`config.mk`:
```
export PLATFORM = sky130hd
export DESIGN_NAME = sequenciador_dampers_flat
export DESIGN_NICKNAME = d
export VERILOG_FILES = /design/src/rtl/sequenciador_dampers_if.sv /design/src/rtl/sequenciador_dampers.sv /design/src/flat_wrapper.sv
export SDC_FILE = /design/constraint.sdc
export NUM_CORES = 1
export LEC_CHECK = 0
export ABC_AREA = 1
export ABC_CLOCK_PERIOD_IN_PS = 2200
export BUFFER_PORTS_ARGS = -buffer_cell sky130_fd_sc_hd__buf_2
export CAP_MARGIN = 20
export CELL_PAD_IN_SITES_DETAIL_PLACEMENT = 0
export CELL_PAD_IN_SITES_GLOBAL_PLACEMENT = 1
export CORE_ASPECT_RATIO = 2
export CORE_MARGIN = 4
export CORE_UTILIZATION = 42
export CTS_CLUSTER_DIAMETER = 80
export DETAILED_ROUTE_END_ITERATION = 12
export PLACE_DENSITY_LB_ADDON = 0.1
export SYNTH_ARGS = -nofsm -noshare
export SYNTH_HDL_FRONTEND = slang
export SYNTH_SLANG_ARGS = --single-unit
```
`constraint.sdc`:
```
create_clock -name clk -period 2.2 [get_ports clk]
set_input_delay 0.55 -clock clk [delete_from_list [all_inputs] [get_ports clk]]
set_output_delay 0.55 -clock clk [all_outputs]
set_load 0.02 [all_outputs]
```
`src/rtl/sequenciador_dampers_if.sv`:
```
// Damper sequencer bus: requests and limit switches in, actuator commands and fault status out.
// Optional VENTILACAO_EMERGENCIA_EN adds the emergencia level input.
interface sequenciador_dampers_if #(
  parameter int N = 6
) ();
  logic [N-1:0] req;
  logic [N-1:0] fim_curso;
  logic         ack_falha;
  logic [N-1:0] damper_cmd;
  logic         ocupado;
  logic [N-1:0] falha;
  logic         alarmeSonoroVentilacao;
`ifdef VENTILACAO_EMERGENCIA_EN
  logic         emergencia;

  modport master (
    output req, fim_curso, ack_falha, emergencia,
    input  damper_cmd, ocupado, falha, alarmeSonoroVentilacao
  );
  modport slave (
    input  req, fim_curso, ack_falha, emergencia,
    output damper_cmd, ocupado, falha, alarmeSonoroVentilacao
  );
`else
  modport master (
    output req, fim_curso, ack_falha,
    input  damper_cmd, ocupado, falha, alarmeSonoroVentilacao
  );
  modport slave (
    input  req, fim_curso, ack_falha,
    output damper_cmd, ocupado, falha, alarmeSonoroVentilacao
  );
`endif
endinterface

```
`src/rtl/sequenciador_dampers.sv`:
```
// Moves one damper at a time (lowest index first), supervises limit switch with timeout, settles after each move.
// Command changes one cycle after a pending request is seen; VENTILACAO_EMERGENCIA_EN forces all dampers open.
module sequenciador_dampers #(
  parameter int N_DAMPERS   = 6,
  parameter int TIMEOUT_CYC = 1000,
  parameter int SETTLE_CYC  = 50,
  parameter int CNT_W       = 16
) (
  input logic                   clk,
  input logic                   rst_n,
  sequenciador_dampers_if.slave io_bus
);

  localparam int SEL_W = (N_DAMPERS > 1) ? $clog2(N_DAMPERS) : 1;

  typedef enum logic [1:0] {IDLE, MOVE, SETTLE} state_t;

  state_t               r_state, w_state_nx;
  logic [SEL_W-1:0]     r_sel, w_sel_nx, w_win;
  logic [CNT_W-1:0]     r_timer, w_timer_nx;
  logic [N_DAMPERS-1:0] r_cmd, w_cmd_nx;
  logic [N_DAMPERS-1:0] r_falha, w_falha_nx;
  logic [N_DAMPERS-1:0] w_pending;
  logic                 w_any;
  logic                 w_match;

  // Faulted dampers are frozen: they never count as pending.
  assign w_pending = (io_bus.req ^ r_cmd) & ~r_falha;
  assign w_any     = |w_pending;
  assign w_match   = (io_bus.fim_curso[r_sel] == r_cmd[r_sel]);

  always_comb begin
    w_win = '0;
    for (int i = N_DAMPERS - 1; i >= 0; i--) begin
      if (w_pending[i]) begin
        w_win = SEL_W'(i);
      end
    end
  end

  always_comb begin
    w_state_nx = r_state;
    w_sel_nx   = r_sel;
    w_timer_nx = r_timer;
    w_cmd_nx   = r_cmd;
    w_falha_nx = io_bus.ack_falha ? '0 : r_falha;

    case (r_state)
      IDLE: begin
        if (w_any) begin
          w_sel_nx        = w_win;
          w_cmd_nx[w_win] = ~r_cmd[w_win];
          w_timer_nx      = '0;
          w_state_nx      = MOVE;
        end
      end
      MOVE: begin
        w_timer_nx = r_timer + CNT_W'(1);
        // A match on the last allowed cycle still counts as success.
        if (w_match) begin
          w_timer_nx = '0;
          w_state_nx = SETTLE;
        end else if (r_timer == CNT_W'(TIMEOUT_CYC - 1)) begin
          w_falha_nx[r_sel] = 1'b1;
          w_timer_nx        = '0;
          w_state_nx        = IDLE;
        end
      end
      SETTLE: begin
        w_timer_nx = r_timer + CNT_W'(1);
        if (r_timer == CNT_W'(SETTLE_CYC - 1)) begin
          w_timer_nx = '0;
          w_state_nx = IDLE;
        end
      end
      default: begin
        w_state_nx = IDLE;
        w_timer_nx = '0;
      end
    endcase

`ifdef VENTILACAO_EMERGENCIA_EN
    if (io_bus.emergencia) begin
      w_cmd_nx   = '1;
      w_timer_nx = '0;
      w_state_nx = IDLE;
    end
`endif
  end

  always_ff @(posedge clk or negedge rst_n) begin
    if (!rst_n) begin
      r_state <= IDLE;
      r_sel   <= '0;
      r_timer <= '0;
      r_cmd   <= '0;
      r_falha <= '0;
    end else begin
      r_state <= w_state_nx;
      r_sel   <= w_sel_nx;
      r_timer <= w_timer_nx;
      r_cmd   <= w_cmd_nx;
      r_falha <= w_falha_nx;
    end
  end

  assign io_bus.damper_cmd = r_cmd;
  assign io_bus.falha      = r_falha;
  assign io_bus.ocupado    = (r_state != IDLE);
`ifdef VENTILACAO_EMERGENCIA_EN
  assign io_bus.alarmeSonoroVentilacao = (|r_falha) | io_bus.emergencia;
`else
  assign io_bus.alarmeSonoroVentilacao = |r_falha;
`endif

endmodule

```
`src/flat_wrapper.sv`:
```
// flat-port wrapper written by rule: the top's interface ports become plain ports
module sequenciador_dampers_flat 
#(
  parameter int N_DAMPERS   = 6,
  parameter int TIMEOUT_CYC = 1000,
  parameter int SETTLE_CYC  = 50,
  parameter int CNT_W       = 16
)
  (clk, rst_n, io_bus_req, io_bus_fim_curso, io_bus_ack_falha, io_bus_damper_cmd, io_bus_ocupado, io_bus_falha, io_bus_alarmeSonoroVentilacao);
  sequenciador_dampers_if #(.N((6))) io_bus_i ();
  input logic clk;
  input logic rst_n;
  input wire logic [$bits(io_bus_i.req)-1:0] io_bus_req;
  input wire logic [$bits(io_bus_i.fim_curso)-1:0] io_bus_fim_curso;
  input wire logic [$bits(io_bus_i.ack_falha)-1:0] io_bus_ack_falha;
  output wire logic [$bits(io_bus_i.damper_cmd)-1:0] io_bus_damper_cmd;
  output wire logic [$bits(io_bus_i.ocupado)-1:0] io_bus_ocupado;
  output wire logic [$bits(io_bus_i.falha)-1:0] io_bus_falha;
  output wire logic [$bits(io_bus_i.alarmeSonoroVentilacao)-1:0] io_bus_alarmeSonoroVentilacao;
  assign io_bus_i.req = io_bus_req;
  assign io_bus_i.fim_curso = io_bus_fim_curso;
  assign io_bus_i.ack_falha = io_bus_ack_falha;
  assign io_bus_damper_cmd = io_bus_i.damper_cmd;
  assign io_bus_ocupado = io_bus_i.ocupado;
  assign io_bus_falha = io_bus_i.falha;
  assign io_bus_alarmeSonoroVentilacao = io_bus_i.alarmeSonoroVentilacao;
  sequenciador_dampers #(.N_DAMPERS(N_DAMPERS), .TIMEOUT_CYC(TIMEOUT_CYC), .SETTLE_CYC(SETTLE_CYC), .CNT_W(CNT_W)) u_core (.clk(clk), .rst_n(rst_n), .io_bus(io_bus_i));
endmodule
```
==> run summary <==
- 4 — first drt pass iteration count
- 1.31 nW — Leakage Power
- 0.875 — final estimated routing congestion in global placement
- 0.000879 W — cell-internal power
- 0 — number of gates given a new drive strength after cts
- 4960 um — detailed placer's ending HPWL
- sky130_fd_sc_hd__dfrtp_1 — post-synth top area cell
- 5.67 ps — clock skew after layout
- 7.15 um^2 — mean area per synthesized cell
- 2050 ps — min cycle time layout
- 34 — pin count of the biggest net entering global routing
- 70 ps — clk slew on worst S/H paths
- 0 — Detail Route Antenna Nets
- 0 — count of buffers added by post-CTS timing repair for setup
- 0 — number of warnings reported in the yosys synthesis log
- 5.19 — Vias/cell
- 150 ps — slack of the worst reg-to-reg path
- flip-flop — Startpoint Class
- flip-flop — Worst Setup End Kind
- 100% — fraction of registers with async set/reset
- 15.2 um — WL/cell
- 90 x sky130_fd_sc_hd__nand2_1, 42 x sky130_fd_sc_hd__inv_1, 33 x sky130_fd_sc_hd__dfrtp_1 — Commonest cells post-synth
- finished clean — outcome
- 0 — count of antenna diodes in the layout
- 5420 um^2 — area of the core
- 2600 um^2 — Non-Filler Cell Area, Final
- 5 — clock buffer count from CTS
- 345 — Synthesized Nets
- done — CTS tree
- 40.9% — portion of total power attributed to the clock network
- 0 ps — Final TNS setup
- 11 — top fanout value on the critical path
- 0 — final setup fails
- 0.00116 W — total power of the final layout
- 0.518 mV — peak supply drop
- 6860 um^2 — total die area
- 784 ps — transition time at the pin with the least slew margin
- 29 — number of top-level design ports
- 488 MHz — fmax
- 9 — R2R cell count
- 0 — Hold Violations, Final
- 2 — largest buffer count on any clock path
- 38 — standard-cell row count
- 0 — final routed DRC violation total
- 150 ps — crit path setup slack, layout
- 42.9% — starting density of the core
- 0 — number of antenna violations at the first check in global routing
- 35.5% — Yosys top cell area share
- 11.8% — layout overhead on the synthesized area
- 93.2% — share of the cycle needed by the critical path after routing
- 52.8% — fraction of power consumed by sequential logic
- reg2reg — Setup CP Type
- 121 ps — pre-CTS setup slack
- 84 — First DRT Iteration DRCs
- 60.6 um — horizontal extent of the die
- 33 — total number of clock tree sinks
- 47.8% — max_slew headroom
- 375 — Nets
- 32 — number of unique standard cell types used by synthesis
- sky130_fd_sc_hd__dfrtp_1 — most frequently used flop master after synthesis
- 33 — post-synthesis sequential element count
- 20.3% — global-route usage over all layers
- 2 — total number of H-tree levels
- 113 um — Chip Height
- u_core.r_timer[1]$_DFFE_PN0P_ — Critical R2R Capture
- 0 — final-report max-slew violation count
- 6.3% — combinational group share of total power
- false — RSZ-0062 raised after global routing
- 2210 ps — Data arrival, critical path
- u_core.r_timer[9]$_DFFE_PN0P_ — source of the worst register-to-register timing path
- 35.5% — fraction of the yosys area taken by sequential cells
- 10300 um — wire length of the first global-routing pass
- sky130_fd_sc_hd__clkbuf_8 — clock root buffer
- 0 — count of flip-flops with a built-in enable after synthesis
- 447 nW/um^2 — power density over the cells
- 325 — instance count of the mapped netlist
- sky130_fd_sc_hd__nand2_1 — cell with the most instances after synthesis
- 290 ps — clock latency on the worst-skew pair
- 28 — count of input and output buffers
- in2async — HP Class
- 2232 — via count of the first global-routing pass
- 2152 — routed vias
- 6320 um — wire length after detailed routing
- 17.7% — share of cells above drive strength 1
- 0 — max cap viols
- 24.2% — switching part of the total
- 2360 ps — critical path data required time
- 0 — Post-CTS Hold Fix Bufs
- 0.000281 W — switching pwr
- 47.9% — Final Core Density
- 0 — leftover overflow at the end of global routing
- sky130_fd_sc_hd__dfrtp_1 36%, sky130_fd_sc_hd__nand2_1 15%, sky130_fd_sc_hd__inv_1 6.8% — cell types with the largest area share after synthesis
- 2510 um^2 — Placed Instance Area
- 2320 um^2 — netlist area before placement
flip-flops by register name, indices dropped and copies added, names as in the netlist:
signal / count
u_core.r_sel: 3
u_core.io_bus.falha: 6
u_core.io_bus.damper_cmd: 6
u_core.r_timer: 16
u_core.r_state: 2
metal layers:
metal	vias to the layer above	part of all wire, %	wire length, um	track usage (%)
met5	-	0	0	0
met4	0	2.7	169	9.99
met3	10	3.3	207	3.54
met2	34	59	3740	39.2
met1	1000	35	2210	18.5
li1	1108	-	-	-
final cells by class:
cell class                 instances  area (um^2)
clock buffer                       7         86.3
sequential                        33          826
tap                               60         75.1
fill                             561         2820
inverter                          46          173
multi-input combinational        238         1260
timing repair buffer              31          175
power groups by stage:
| stage | clock network, W | logic [W] | registers [W] |
|---|---|---|---|
| CTS | 0.000499 | 0.0000754 | 0.000612 |
| global placement | 0 | 0.0000745 | 0.000624 |
| detailed placement | 0 | 0.0000751 | 0.000624 |
| floorplan | 0 | 0.0000356 | 0.000624 |
| finish | 0.000474 | 0.0000732 | 0.000612 |
| global route | 0.000518 | 0.0000842 | 0.000612 |
worst max-delay path by stage:
| stage | startpoint | end | cells past startpoint |
|---|---|---|---|
| finish | u_core.r_timer[9]$_DFFE_PN0P_ | u_core.r_timer[1]$_DFFE_PN0P_ | 9 |
| global route | u_core.io_bus.damper_cmd[3]$_DFFE_PN0P_ | u_core.io_bus.damper_cmd[5]$_DFFE_PN0P_ | 13 |
| CTS | u_core.r_timer[9]$_DFFE_PN0P_ | u_core.r_timer[1]$_DFFE_PN0P_ | 9 |
| detailed placement | io_bus_req[5] | u_core.io_bus.damper_cmd[3]$_DFFE_PN0P_ | 15 |
| global placement | io_bus_req[5] | u_core.io_bus.damper_cmd[5]$_DFFE_PN0P_ | 15 |
| floorplan | io_bus_req[0] | u_core.r_timer[10]$_DFFE_PN0P_ | 10 |
through the flow:
stage	std cells	hold slack (ps)
6_report	415	338
5_1_grt	415	392
4_1_cts	415	363
3_5_place_dp	408	547
3_3_place_gp	408	542
2_1_floorplan	325	254
cells by family (layout without fill, tap and decap cells):
logic type / after synthesis / in the layout / share of synthesized area, %
flops: 33 / 33 / 35.5
buf+inv: 54 / 84 / 10.1
xor+xnor: 14 / 14 / 5.92
compound gates: 47 / 47 / 13.4
simple gates: 172 / 172 / 32.4
fa+ha+maj: 5 / 5 / 2.69
critical path: stages, from the launching register on:
cell	delay (ps)
sky130_fd_sc_hd__dfrtp_1	480
sky130_fd_sc_hd__nand2_1	110
sky130_fd_sc_hd__inv_1	80
sky130_fd_sc_hd__nand2_1	50
sky130_fd_sc_hd__nor4_1	430
sky130_fd_sc_hd__nand2_1	150
sky130_fd_sc_hd__nand2_1	110
sky130_fd_sc_hd__o21ai_2	90
sky130_fd_sc_hd__nand2_2	290
sky130_fd_sc_hd__a21boi_1	110
placed cells by master (no fill, tap or decap), types with 2 or more instances in the layout:
master | netlist | routed
sky130_fd_sc_hd__a21oi_1 | 2 | 2
sky130_fd_sc_hd__a21oi_2 | 9 | 9
sky130_fd_sc_hd__buf_2 | 2 | 28
sky130_fd_sc_hd__buf_4 | 0 | 2
sky130_fd_sc_hd__clkbuf_8 | 0 | 6
sky130_fd_sc_hd__dfrtp_1 | 33 | 33
sky130_fd_sc_hd__ha_1 | 5 | 5
sky130_fd_sc_hd__inv_1 | 42 | 42
sky130_fd_sc_hd__inv_2 | 3 | 3
sky130_fd_sc_hd__nand2_1 | 90 | 90
sky130_fd_sc_hd__nand3_1 | 28 | 28
sky130_fd_sc_hd__nand3_2 | 4 | 4
sky130_fd_sc_hd__nand4_1 | 7 | 7
sky130_fd_sc_hd__nor2_1 | 29 | 29
sky130_fd_sc_hd__nor2_2 | 4 | 4
sky130_fd_sc_hd__nor3_1 | 6 | 6
sky130_fd_sc_hd__nor4_1 | 2 | 2
sky130_fd_sc_hd__o211ai_1 | 5 | 5
sky130_fd_sc_hd__o21ai_0 | 15 | 15
sky130_fd_sc_hd__o21ai_1 | 6 | 6
sky130_fd_sc_hd__o21ai_2 | 2 | 2
sky130_fd_sc_hd__o22ai_1 | 2 | 2
sky130_fd_sc_hd__o31ai_1 | 3 | 3
sky130_fd_sc_hd__xor2_1 | 12 | 12
(Power assumes the default switching activity.)
